==> config.mk <==
export PLATFORM = sky130hd
export DESIGN_NAME = washer_bank_arbiter_flat
export DESIGN_NICKNAME = d
export VERILOG_FILES = /design/src/rtl/washer_bank_arbiter_if.sv /design/src/rtl/washer_bank_arbiter.sv /design/src/flat_wrapper.sv
export SDC_FILE = /design/constraint.sdc
export NUM_CORES = 1
export LEC_CHECK = 0
export CAP_MARGIN = 30
export CORE_MARGIN = 5
export CORE_UTILIZATION = 39
export DETAILED_ROUTE_END_ITERATION = 7
export PLACE_DENSITY_LB_ADDON = 0.05
export SKIP_CTS_REPAIR_TIMING = 1
export SLEW_MARGIN = 20
export SYNTH_ARGS = -nofsm -noshare
export SYNTH_HDL_FRONTEND = slang
export SYNTH_HIERARCHICAL = 1
export SYNTH_SLANG_ARGS = --single-unit
==> constraint.sdc <==
create_clock -name clk -period 2.5 [get_ports clk]
set_clock_uncertainty 0.15 [all_clocks]
set_input_delay 0.5 -clock clk [delete_from_list [all_inputs] [get_ports clk]]
set_output_delay 0.5 -clock clk [all_outputs]
set_load 0.02 [all_outputs]
==> src/rtl/washer_bank_arbiter_if.sv <==
// rtl/washer_bank_arbiter_if.sv - request/grant bundle between washer controllers and the bank arbiter
interface washer_bank_arbiter_if #(
    parameter int N = 4
);
    localparam int W = $clog2(N);

    logic [N-1:0] fill_req;
    logic [N-1:0] drain_req;
    logic [N-1:0] fill_gnt;
    logic [N-1:0] drain_gnt;
    logic         valve_open;
    logic         pump_on;
    logic [W-1:0] fill_owner;
    logic [W-1:0] drain_owner;
    logic         fill_timeout;
    logic         drain_timeout;

    // washer controller side
    modport master (
        output fill_req, drain_req,
        input  fill_gnt, drain_gnt, valve_open, pump_on,
        input  fill_owner, drain_owner, fill_timeout, drain_timeout
    );

    // arbiter side
    modport slave (
        input  fill_req, drain_req,
        output fill_gnt, drain_gnt, valve_open, pump_on,
        output fill_owner, drain_owner, fill_timeout, drain_timeout
    );
endinterface

==> src/rtl/washer_bank_arbiter.sv <==
// rtl/washer_bank_arbiter.sv - round-robin arbiter with hold limit for shared inlet valve and drain pump
module washer_bank_channel #(
    parameter int N        = 4,
    parameter int MAX_HOLD = 1000,
    parameter int SETTLE   = 2
) (
    input  logic                 clk,
    input  logic                 reset,
    input  logic [N-1:0]         req,
    output logic [N-1:0]         gnt,
    output logic [$clog2(N)-1:0] owner,
    output logic                 timeout
);
    localparam int W  = $clog2(N);
    localparam int HW = $clog2(MAX_HOLD + 1);
    localparam int SW = $clog2(SETTLE + 1);

    localparam logic [1:0] S_IDLE   = 2'd0;
    localparam logic [1:0] S_GRANT  = 2'd1;
    localparam logic [1:0] S_SETTLE = 2'd2;

    localparam logic [HW-1:0] HOLD_LIM   = HW'(MAX_HOLD);
    localparam logic [SW-1:0] SETTLE_LIM = SW'(SETTLE);

    logic [1:0]    state;
    logic [W-1:0]  ptr;
    logic [HW-1:0] hold;
    logic [SW-1:0] settle;
    logic [HW-1:0] hold_next;
    logic [SW-1:0] settle_next;
    logic [W-1:0]  winner;
    logic          found;

    assign hold_next   = hold + HW'(1);
    assign settle_next = settle + SW'(1);

    // pick the first requester at or after the rotation pointer, wrapping
    always_comb begin
        winner = '0;
        found  = 1'b0;
        for (int i = 0; i < N; i++) begin
            if (!found && req[(int'(ptr) + i) % N]) begin
                found  = 1'b1;
                winner = W'((int'(ptr) + i) % N);
            end
        end
    end

    // channel FSM: arbitrate in IDLE, hold up to MAX_HOLD in GRANT, dead time in SETTLE
    always_ff @(posedge clk or posedge reset) begin
        if (reset) begin
            state   <= S_IDLE;
            ptr     <= '0;
            owner   <= '0;
            hold    <= '0;
            settle  <= '0;
            gnt     <= '0;
            timeout <= 1'b0;
        end else begin
            timeout <= 1'b0;
            case (state)
                S_IDLE: begin
                    if (found) begin
                        gnt   <= {{(N-1){1'b0}}, 1'b1} << winner;
                        owner <= winner;
                        hold  <= '0;
                        state <= S_GRANT;
                    end
                end
                S_GRANT: begin
                    hold <= hold_next;
                    if (!req[owner] || hold_next == HOLD_LIM) begin
                        gnt     <= '0;
                        ptr     <= (owner == W'(N - 1)) ? '0 : owner + W'(1);
                        // a dropped request wins over the hold limit: no timeout then
                        timeout <= req[owner];
                        settle  <= '0;
                        state   <= S_SETTLE;
                    end
                end
                S_SETTLE: begin
                    if (settle_next == SETTLE_LIM) begin
                        settle <= '0;
                        state  <= S_IDLE;
                    end else begin
                        settle <= settle_next;
                    end
                end
                default: begin
                    gnt   <= '0;
                    state <= S_IDLE;
                end
            endcase
        end
    end
endmodule

module washer_bank_arbiter #(
    parameter int N        = 4,
    parameter int MAX_HOLD = 1000,
    parameter int SETTLE   = 2
) (
    input  logic                  clk,
    input  logic                  reset,
    washer_bank_arbiter_if.slave  bus
);
    washer_bank_channel #(.N(N), .MAX_HOLD(MAX_HOLD), .SETTLE(SETTLE)) u_fill (
        .clk     (clk),
        .reset   (reset),
        .req     (bus.fill_req),
        .gnt     (bus.fill_gnt),
        .owner   (bus.fill_owner),
        .timeout (bus.fill_timeout)
    );

    washer_bank_channel #(.N(N), .MAX_HOLD(MAX_HOLD), .SETTLE(SETTLE)) u_drain (
        .clk     (clk),
        .reset   (reset),
        .req     (bus.drain_req),
        .gnt     (bus.drain_gnt),
        .owner   (bus.drain_owner),
        .timeout (bus.drain_timeout)
    );

    // shared drives come only from registered grants, so they cannot glitch
    assign bus.valve_open = |bus.fill_gnt;
    assign bus.pump_on    = |bus.drain_gnt;
endmodule

==> src/flat_wrapper.sv <==
// flat-port wrapper written by rule: the top's interface ports become plain ports
module washer_bank_arbiter_flat 
#(
    parameter int N        = 4,
    parameter int MAX_HOLD = 1000,
    parameter int SETTLE   = 2
)
  (clk, reset, bus_fill_req, bus_drain_req, bus_fill_gnt, bus_drain_gnt, bus_valve_open, bus_pump_on, bus_fill_owner, bus_drain_owner, bus_fill_timeout, bus_drain_timeout);
  washer_bank_arbiter_if #(.N(N)) bus_i ();
  input  logic clk;
  input  logic reset;
  input wire logic [$bits(bus_i.fill_req)-1:0] bus_fill_req;
  input wire logic [$bits(bus_i.drain_req)-1:0] bus_drain_req;
  output wire logic [$bits(bus_i.fill_gnt)-1:0] bus_fill_gnt;
  output wire logic [$bits(bus_i.drain_gnt)-1:0] bus_drain_gnt;
  output wire logic [$bits(bus_i.valve_open)-1:0] bus_valve_open;
  output wire logic [$bits(bus_i.pump_on)-1:0] bus_pump_on;
  output wire logic [$bits(bus_i.fill_owner)-1:0] bus_fill_owner;
  output wire logic [$bits(bus_i.drain_owner)-1:0] bus_drain_owner;
  output wire logic [$bits(bus_i.fill_timeout)-1:0] bus_fill_timeout;
  output wire logic [$bits(bus_i.drain_timeout)-1:0] bus_drain_timeout;
  assign bus_i.fill_req = bus_fill_req;
  assign bus_i.drain_req = bus_drain_req;
  assign bus_fill_gnt = bus_i.fill_gnt;
  assign bus_drain_gnt = bus_i.drain_gnt;
  assign bus_valve_open = bus_i.valve_open;
  assign bus_pump_on = bus_i.pump_on;
  assign bus_fill_owner = bus_i.fill_owner;
  assign bus_drain_owner = bus_i.drain_owner;
  assign bus_fill_timeout = bus_i.fill_timeout;
  assign bus_drain_timeout = bus_i.drain_timeout;
  washer_bank_arbiter #(.N(N), .MAX_HOLD(MAX_HOLD), .SETTLE(SETTLE)) u_core (.clk(clk), .reset(reset), .bus(bus_i));
endmodule
==> summary.md <==
| Metric | Value |
|---|---|
| WL/cell | 14.5 um |
| Run status | complete, no violations |
| Pleak | 1.36 nW |
| Mean Syn Cell Area | 9.42 um2 |
| Commonest cells after routing, fill and taps aside | 46 x dfrtp_1, 32 x nor2_1, 28 x o21ai_0 |
| DIE HEIGHT | 91.7 um |
| Achievable clock frequency | 0.413 GHz |
| CTS tree | yes |
| Seq cells post-synth | 46 |
| Port Buffers | 25 |
| Row cnt | 29 |
| Post-Syn Instances | 276 |
| Worst path slowest cell | clkdlybuf4s50_1 |
| Final Max Slew Viols | 0 |
| Via density | 5.47 |
| Hold Crit Start | u_core/u_drain/hold[5] |
| Area growth syn-to-layout | 19.3% |
| Fillers | 620 |
| Antenna Violating Nets Remaining | 0 |
| Worst path bufs/invs | 1 |
| Hpwl dp | 4.03 mm |
| CP Cell Sequence | or4_1 > clkdlybuf4s50_1 |
| Full die area | 0.00840 mm2 |
| YS warnings | 6 |
| Max VDD drop | 0.000712 V |
| DR iter-0 viols | 68 |
| First-pass GRT wire length | 10.2 mm |
| Final #Nets | 323 |
| Cell count after placement | 379 |
| Critical Path Start Type | flip-flop |
| Hold WS | 0.367 ns |
| Cell Pwr Density | 1080 mW/mm2 |
| Worst EP arrival | 1.77 ns |
| Core area | 0.00642 mm2 |
| Area of the mapped netlist | 0.00260 mm2 |
| Slew margin rel. | 0.729 |
| # IOs | 26 |
| Worst-Margin Slew | 0.406 ns |
| First element of the critical path | u_core/u_drain/gnt[1] |
| Total GRT Usage | 0.147 |
| Reg-to-reg startpoint | u_core/u_fill/hold[0] |
| Crit Path Class | reg -> out |
| CP Capture Type | output port |
| Count of cell types in the netlist | 42 |
| Setup violators final | 0 |
| Critical path's top delay family | buffers and inverters |
| Number of flops mapped to enable cells by yosys | 0 |
| Crit-path max cell delay | 0.55 ns |
| Most common cell after layout, fill and taps aside | dfrtp_1 |
| Layout Cells excl Fill | 387 |
| Initial antenna violation count | 0 |
| Post-route DRC violation count | 0 |
| Worst-skew pair later-pin latency | 0.30 ns |
| Post-layout min period | 2.42 ns |
| Largest net degree at the start of global routing | 24 |
| Number of global-route vias before repair | 2218 |
| Final Hold Fails | 0 |
| Final worst setup slack | 0.0812 ns |
| CTS Buf Count | 5 |
| Seq/Total Area, Yosys | 0.443 |
| Ys flop type | dfrtp_1 |
| DRT Pass-1 Iters | 4 |
| Syn Nets | 290 |
| N_diodes | 0 |
| Ys async rst share | 1.00 |
| Reg clk slew, reported paths | 0.09 ns |
| Largest fanout on the critical path | 3 |
| Critical Path RT | 1.85 ns |
| Initial Util | 0.405 |
| Share of layout cells above drive strength 1 | 0.139 |
| H-tree depth | 2 |
| DIE WIDTH | 91.7 um |
| Post-Place Setup Slack | 0.0613 ns |
| Gr ovfl total | 0 |
| Final Util | 0.483 |
| Root buf cell | clkbuf_8 |
| Final period utilization | 0.968 |
| Worst hold path type | reg -> reg |
| Gpl congestion | 0.814 |
| CTS Sinks | 46 |
| Longest Clk Path Bufs | 2 |
| MaxCap Viol Count | 0 |
| Total wire length | 5.60 mm |
| DR vias | 2116 |
[layer usage]
layer	wire length, um	GRT usage
met2	2560	0.227
met3	137	0.0327
met1	2870	0.207
met4	32	0.0415
met5	0	0
[area by class of cell]
cell class | count | area (um2) | share of cell area
Multi-Input combinational cell | 204 | 1330 | 0.428
Sequential cell | 46 | 1150 | 0.371
Timing Repair Buffer | 42 | 380 | 0.123
Tap cell | 77 | 96.3 | 0.0310
Clock buffer | 5 | 68.8 | 0.0222
Clock inverter | 3 | 40.0 | 0.0129
Inverter | 10 | 37.5 | 0.0121
[power by group]
part	switching (mW)	total (mW)	leakage (nW)	internal, mW
Clock	0.263	0.558	0.0579	0.295
Sequential	0.269	1.22	0.610	0.949
Combinational	0.809	1.59	0.688	0.776
Total	1.34	3.36	1.36	2.02
[registers in the layout, indices dropped and copies added, names as in the netlist]
name                    flops
u_core/u_drain/owner        2
u_core/u_fill/state         2
u_core/u_drain/gnt          4
u_core/u_drain/settle       2
u_core/u_fill/settle        2
u_core/u_drain/timeout      1
u_core/u_fill/owner         2
u_core/u_drain/ptr          2
u_core/u_fill/hold         10
u_core/u_drain/state        2
u_core/u_fill/ptr           2
u_core/u_drain/hold        10
u_core/u_fill/timeout       1
u_core/u_fill/gnt           4
[path summary, 6_finish.rpt]
check	cells after the start	slack, ns	end
worst max-delay path	2	0.08	bus_pump_on
worst min-delay path	1	0.37	u_core/u_drain/hold[5]
worst max register to register	7	0.16	u_core/u_fill/gnt[0]
worst min register to register	1	0.37	u_core/u_drain/hold[5]
max in group asynchronous	3	1.55	u_core/u_drain/hold[9]
min in group asynchronous	3	0.41	u_core/u_fill/settle[1]
[cell families (layout without fill, tap and decap cells)]
family	Yosys count	count (layout)	share of synthesized area
multiplexers	10	10	0.0539
adder cells (fa/ha/maj)	4	4	0.0193
XOR/XNOR	2	2	0.0125
AND/OR/NAND/NOR	110	110	0.217
flip-flops	46	46	0.443
AO/OA/AOI/OAI	78	78	0.203
buffers and inverters	26	60	0.0520
[cell usage after synthesis (all sizes together) (6+ instances only)]
master | count | area, um2
dfrtp | 46 | 1150
nor2 | 32 | 120
o21ai | 28 | 140
nand2 | 24 | 90.1
a21oi | 16 | 95.1
clkbuf | 10 | 37.5
inv | 10 | 37.5
nand3 | 10 | 50.1
nand2b | 8 | 50.1
or3 | 8 | 50.1
buf | 6 | 60.1
mux2 | 6 | 75.1
[metrics by stage]
stage                     setup TNS, ns  power (mW)  instance area [um2]
after floorplan                       0        2.21                 2600
after global placement                0        2.80                 2980
after detailed placement              0        2.81                 2980
after CTS                             0        3.40                 3090
after global routing           -0.00486        3.66                 3100
final                                 0        3.36                 3100
No activity file was read; power rests on OpenSTA's default activity.
